### src/rtl/cpu_player.sv
// Computer opponent for tug-of-war: an LFSR is compared against a difficulty threshold once per tick, and a one-cycle press is issued on a hit.
// Press lands on the edge that ends a tick cycle; a cooldown then ignores MIN_GAP ticks. No backpressure, and freeze or ~enable parks the FSM in IDLE.
module cpu_player #(
    parameter int TICK_CYCLES = 32768,
    parameter int MIN_GAP     = 2
) (
    input  logic       i_clock,
    input  logic       i_reset,
    input  logic       i_enable,
    input  logic       i_freeze,
    input  logic [9:0] i_difficulty,
    output logic       o_press,
    output logic [9:0] o_lfsr_q
);

    localparam int CW = (TICK_CYCLES > 1) ? $clog2(TICK_CYCLES) : 1;
    localparam int GW = (MIN_GAP > 0) ? $clog2(MIN_GAP + 1) : 1;
    localparam logic [CW-1:0] LAST_COUNT = CW'(TICK_CYCLES - 1);
    localparam logic [GW-1:0] GAP_INIT   = GW'(MIN_GAP);

    typedef enum logic [1:0] {
        S_IDLE,
        S_ARMED,
        S_COOLDOWN
    } state_t;

    state_t        r_state;
    state_t        w_state_nxt;
    logic [CW-1:0] r_count;
    logic [9:0]    r_lfsr;
    logic [GW-1:0] r_gap;
    logic [GW-1:0] w_gap_nxt;
    logic          r_press;
    logic          w_press_nxt;

    logic          w_running;
    logic          w_tick;
    logic          w_hit;
    logic [9:0]    w_lfsr_nxt;

    assign w_running  = i_enable & ~i_freeze;
    assign w_tick     = w_running & (r_count == LAST_COUNT);
    assign w_hit      = (i_difficulty > r_lfsr);
    // XNOR feedback keeps all-zeros legal; all-ones is the unreachable lockup.
    assign w_lfsr_nxt = {r_lfsr[8:0], ~(r_lfsr[9] ^ r_lfsr[6])};

    always_ff @(posedge i_clock or posedge i_reset) begin
        if (i_reset) begin
            r_count <= '0;
        end else if (!w_running || (r_count == LAST_COUNT)) begin
            r_count <= '0;
        end else begin
            r_count <= r_count + CW'(1);
        end
    end

    always_ff @(posedge i_clock or posedge i_reset) begin
        if (i_reset) begin
            r_lfsr <= '0;
        end else if (w_tick) begin
            r_lfsr <= w_lfsr_nxt;
        end
    end

    always_ff @(posedge i_clock or posedge i_reset) begin
        if (i_reset) begin
            r_state <= S_IDLE;
            r_gap   <= '0;
            r_press <= 1'b0;
        end else begin
            r_state <= w_state_nxt;
            r_gap   <= w_gap_nxt;
            r_press <= w_press_nxt;
        end
    end

    always_comb begin
        w_state_nxt = r_state;
        w_gap_nxt   = r_gap;
        w_press_nxt = 1'b0;
        if (!w_running) begin
            w_state_nxt = S_IDLE;
            w_gap_nxt   = '0;
        end else begin
            case (r_state)
                S_IDLE: begin
                    w_state_nxt = S_ARMED;
                end
                S_ARMED: begin
                    if (w_tick && w_hit) begin
                        w_press_nxt = 1'b1;
                        w_gap_nxt   = GAP_INIT;
                        w_state_nxt = S_COOLDOWN;
                    end
                end
                S_COOLDOWN: begin
                    // The tick that drains the gap re-arms but is not itself evaluated.
                    if (r_gap == '0) begin
                        w_state_nxt = S_ARMED;
                    end else if (w_tick) begin
                        w_gap_nxt = r_gap - GW'(1);
                        if (r_gap == GW'(1)) begin
                            w_state_nxt = S_ARMED;
                        end
                    end
                end
                default: begin
                    w_state_nxt = S_IDLE;
                    w_gap_nxt   = '0;
                end
            endcase
        end
    end

    assign o_press  = r_press;
    assign o_lfsr_q = r_lfsr;

endmodule

### config.mk
export PLATFORM = sky130hd
export DESIGN_NAME = cpu_player
export DESIGN_NICKNAME = d
export VERILOG_FILES = /design/src/rtl/cpu_player.sv
export SDC_FILE = /design/constraint.sdc
export NUM_CORES = 1
export LEC_CHECK = 0
export ABC_AREA = 0
export CAP_MARGIN = 0
export CORE_MARGIN = 2
export CORE_UTILIZATION = 49
export CTS_CLUSTER_SIZE = 28
export DETAILED_ROUTE_END_ITERATION = 16
export GPL_TIMING_DRIVEN = 0
export PLACE_DENSITY = 0.74
export SYNTH_ARGS = -nofsm -noshare
export SYNTH_HDL_FRONTEND = slang
export SYNTH_SLANG_ARGS = --single-unit
### constraint.sdc
create_clock -name i_clock -period 1.8 [get_ports i_clock]
set_input_delay 0.45 -clock i_clock [delete_from_list [all_inputs] [get_ports i_clock]]
set_output_delay 0.45 -clock i_clock [all_outputs]
set_load 0.05 [all_outputs]
==> results.py <==
metrics = {
    "outcome": {
        "outcome": "finished with violations",
        "violations": "negative setup slack",
    },
    "place": {
        "placed_cells_incl_taps": 259,
        "io_buffers": 24,
        "dp_hpwl_microns": 2570,
        "dp_slack_ns": -0.738,
        "globalplace.congestion": 0.851,
    },
    "detailed_routing": {
        "first_iter_violations": 65,
        "drc_errors": 0,
        "wl_per_cell_microns": 13.7,
        "vias": 1461,
        "drtAntennaViolNets": 0,
        "routed_wl_microns": 3830,
        "first_pass_iters": 4,
        "viasPerCell": 5.24,
    },
    "global_route": {
        "grt_pass1_wl_microns": 6020,
        "grt.total_usage_pct": 18.6,
        "grt_overflow": 0,
        "grt_pass1_vias": 1394,
        "antenna_found_initial": 0,
        "grt_max_degree": 31,
    },
    "die": {
        "core_region_area_sq_um": 3610,
        "dieHeight_microns": 64.6,
        "fp.dieW_microns": 64.6,
        "rows": 22,
        "initial_core_util_pct": 50.0,
        "boundaryPins": 25,
        "dieArea_sq_um": 4180,
    },
    "yosys": {
        "async_reset_ff_share_pct": 100,
        "synth.largest_area_cell": "dfrtp_1",
        "synthDistinctLibCells": 38,
        "synth_nets": 218,
        "synth_warnings": 0,
        "synth_top_area_share_pct": 41.7,
        "synthFlopType": "dfrtp_1",
        "synth_edf_count": 0,
        "synthTopCellsByArea": "dfrtp_1 42%, ha_1 12%, nand2_1 4.2%, nor2_1 4.2%, buf_4 3.8%",
        "synth_top_cells_by_count": "30 x dfrtp_1, 20 x nand2_1, 20 x nor2_1, 17 x ha_1, 17 x inv_1",
        "syn_avg_cell_area_sq_um": 9.63,
        "netlist_instances": 187,
        "netlist_area_sq_um": 1800,
        "synth_seq_cells": 30,
        "synth_most_common_cell": "dfrtp_1",
        "ys_seq_area_share_pct": 41.7,
    },
    "worst_setup_path": {
        "r2r-start": "r_count[6]",
        "cp-end-kind": "register",
        "startpoint_type": "register",
        "crit_start": "r_count[6]",
        "required_ns": 2.02,
        "path_max_fanout": 6,
        "reg2regPathDepth": 7,
        "cp-endpoint": "r_state[0]",
        "rr_endpoint": "r_state[0]",
        "crit_type": "register to register",
        "r2r_setup_slack_ns": -0.25,
        "crit_arrival_ns": 2.27,
    },
    "sta": {
        "hold_viol": 0,
        "period_needed_ns": 2.05,
        "setup_viol": 12,
        "tightest_slew_ns": 0.650,
        "max_freq_mhz": 488,
        "setup_ws_ns": -0.249,
        "finalMaxSlewViolations": 0,
        "slew_headroom_pct": 56.6,
        "rsz0062_at_grt": "yes",
        "timing.final.crit_share_pct": 114,
        "fin_worst_skew_ns": 0.00825,
    },
    "power_and_ir_drop": {
        "power_density_nw_per_um2": 566,
        "pwr-share-seq_pct": 49.9,
        "power_frac_comb_pct": 8.6,
        "clockPowerShare_pct": 41.5,
        "swShare_pct": 23.9,
        "internal-power_mw": 1.04,
        "switching_power_uw": 326,
        "p_leak_nw": 1.12,
        "ir_worst_vdd_mv": 0.391,
    },
    "run": {
        "maxCapViolations": 0,
    },
    "clock_network": {
        "cts.path.max_buffers": 2,
        "clk_pin_slew_ns": 0.07,
        "cts_sinks": 30,
        "clock_latency_ns": 0.28,
        "cts_tree": "yes",
        "cts_hold_buf": 0,
        "root_buffer": "clkbuf_8",
        "numCtsBuffers": 5,
        "h-tree-depth": 2,
    },
    "final_layout": {
        "layout.cells.non_filler": 279,
        "fin_nets": 261,
        "layout-drive-gt1-share_pct": 27.7,
        "n_antenna_cell": 0,
        "utilization_pct": 66.9,
        "fill_cells": 280,
        "area_delta_synth_final_pct": 34.0,
    },
    "worst_hold_path": {
        "hold_class": "register to register",
    },
}
worst max-delay path, stage by stage, from the launching register on:
cell,delay (ns)
dfrtp_1,0.43
nand4_4,0.14
or4_4,0.59
a31oi_4,0.20
o41ai_4,0.10
buf_4,0.17
o311a_1,0.30
o21ai_2,0.06
worst min-delay path by stage:
stage | startpoint | to | depth (start not counted)
floorplan | r_count[0] | r_count[0] | 1
global placement | r_count[0] | r_count[0] | 1
detailed placement | r_count[0] | r_count[0] | 1
CTS | o_lfsr_q[7] | o_lfsr_q[7] | 2
global route | o_lfsr_q[3] | o_lfsr_q[3] | 2
finish | o_lfsr_q[7] | o_lfsr_q[7] | 2
layer usage:
layer	GRT usage (%)	vias up	part of all wire, %
li1	-	716	-
met1	22.2	725	44
met2	33.5	15	52
met3	3.65	5	1.7
met4	6.38	0	1.4
met5	0	-	0
state kept, by name, indices dropped and copies added, names as in the netlist:
signal    count
o_lfsr_q     10
r_gap         2
o_press       1
r_state       2
r_count      15
layout by cell type, fill, tap and decap left out, drive strengths merged, types with 4 or more instances in the layout:
cell / synthesis / routed
nand2: 20 / 20
nand4: 6 / 6
a21oi: 5 / 5
clkbuf: 3 / 10
xnor2: 5 / 5
nand3: 5 / 5
or3: 4 / 4
ha: 17 / 17
nor2: 20 / 20
inv: 17 / 16
o21ai: 13 / 13
dfrtp: 30 / 30
xor2: 7 / 7
buf: 9 / 21
dlymetal6s2s: 0 / 6
dlygate4sd2: 0 / 12
clkdlybuf4s50: 0 / 4
metrics by stage:
stage / instance area (sq um) / hold WS, ns / setup TNS, ns / total power [mW]
2_1_floorplan: 1830 / 0.438 / -0.149 / 0.754
3_3_place_gp: 2130 / 0.464 / -10.57 / 0.798
3_5_place_dp: 2130 / 0.468 / -11.18 / 0.799
4_1_cts: 2310 / 0.509 / -2.49 / 1.37
5_1_grt: 2410 / 0.550 / -2.71 / 1.43
6_report: 2410 / 0.503 / -1.34 / 1.37
power by group through the flow:
stage	clock network [mW]	logic [mW]	registers, mW
detailed placement	0	0.105	0.694
global placement	0	0.104	0.694
CTS	0.581	0.112	0.682
floorplan	0	0.0605	0.693
finish	0.567	0.117	0.682
global route	0.618	0.129	0.682
layout make-up:
cell class / instances / area [sq um] / share of cell area (%)
clock inverter: 2 / 12.5 / 0.518
multi-input combinational: 128 / 1020 / 42.4
tap: 48 / 60.1 / 2.49
sequential: 30 / 756 / 31.3
timing repair buffer: 36 / 329 / 13.6
clock buffer: 6 / 82.6 / 3.42
buffer: 12 / 83.8 / 3.47
inverter: 17 / 67.6 / 2.80
logic make-up (layout without fill, tap and decap cells):
logic type,Yosys count,in the layout,synth area share (%)
AO/OA/AOI/OAI,31,31,12.3
XOR/XNOR,12,12,5.83
multiplexers,2,2,1.18
flip-flops,30,30,41.7
adder cells (fa/ha/maj),17,17,11.8
AND/OR/NAND/NOR,66,66,19.3
buffers and inverters,29,73,7.92
timing repair:
action / 4_1_cts / 5_1_grt
setup buffers: 8 / 6
pin swaps: 12 / 6
gates resized for setup: 25 / 21
setup endpoints to repair: 36 / 28
gates cloned: 0 / 0
Note: power is estimated with default switching activity, not from simulation.
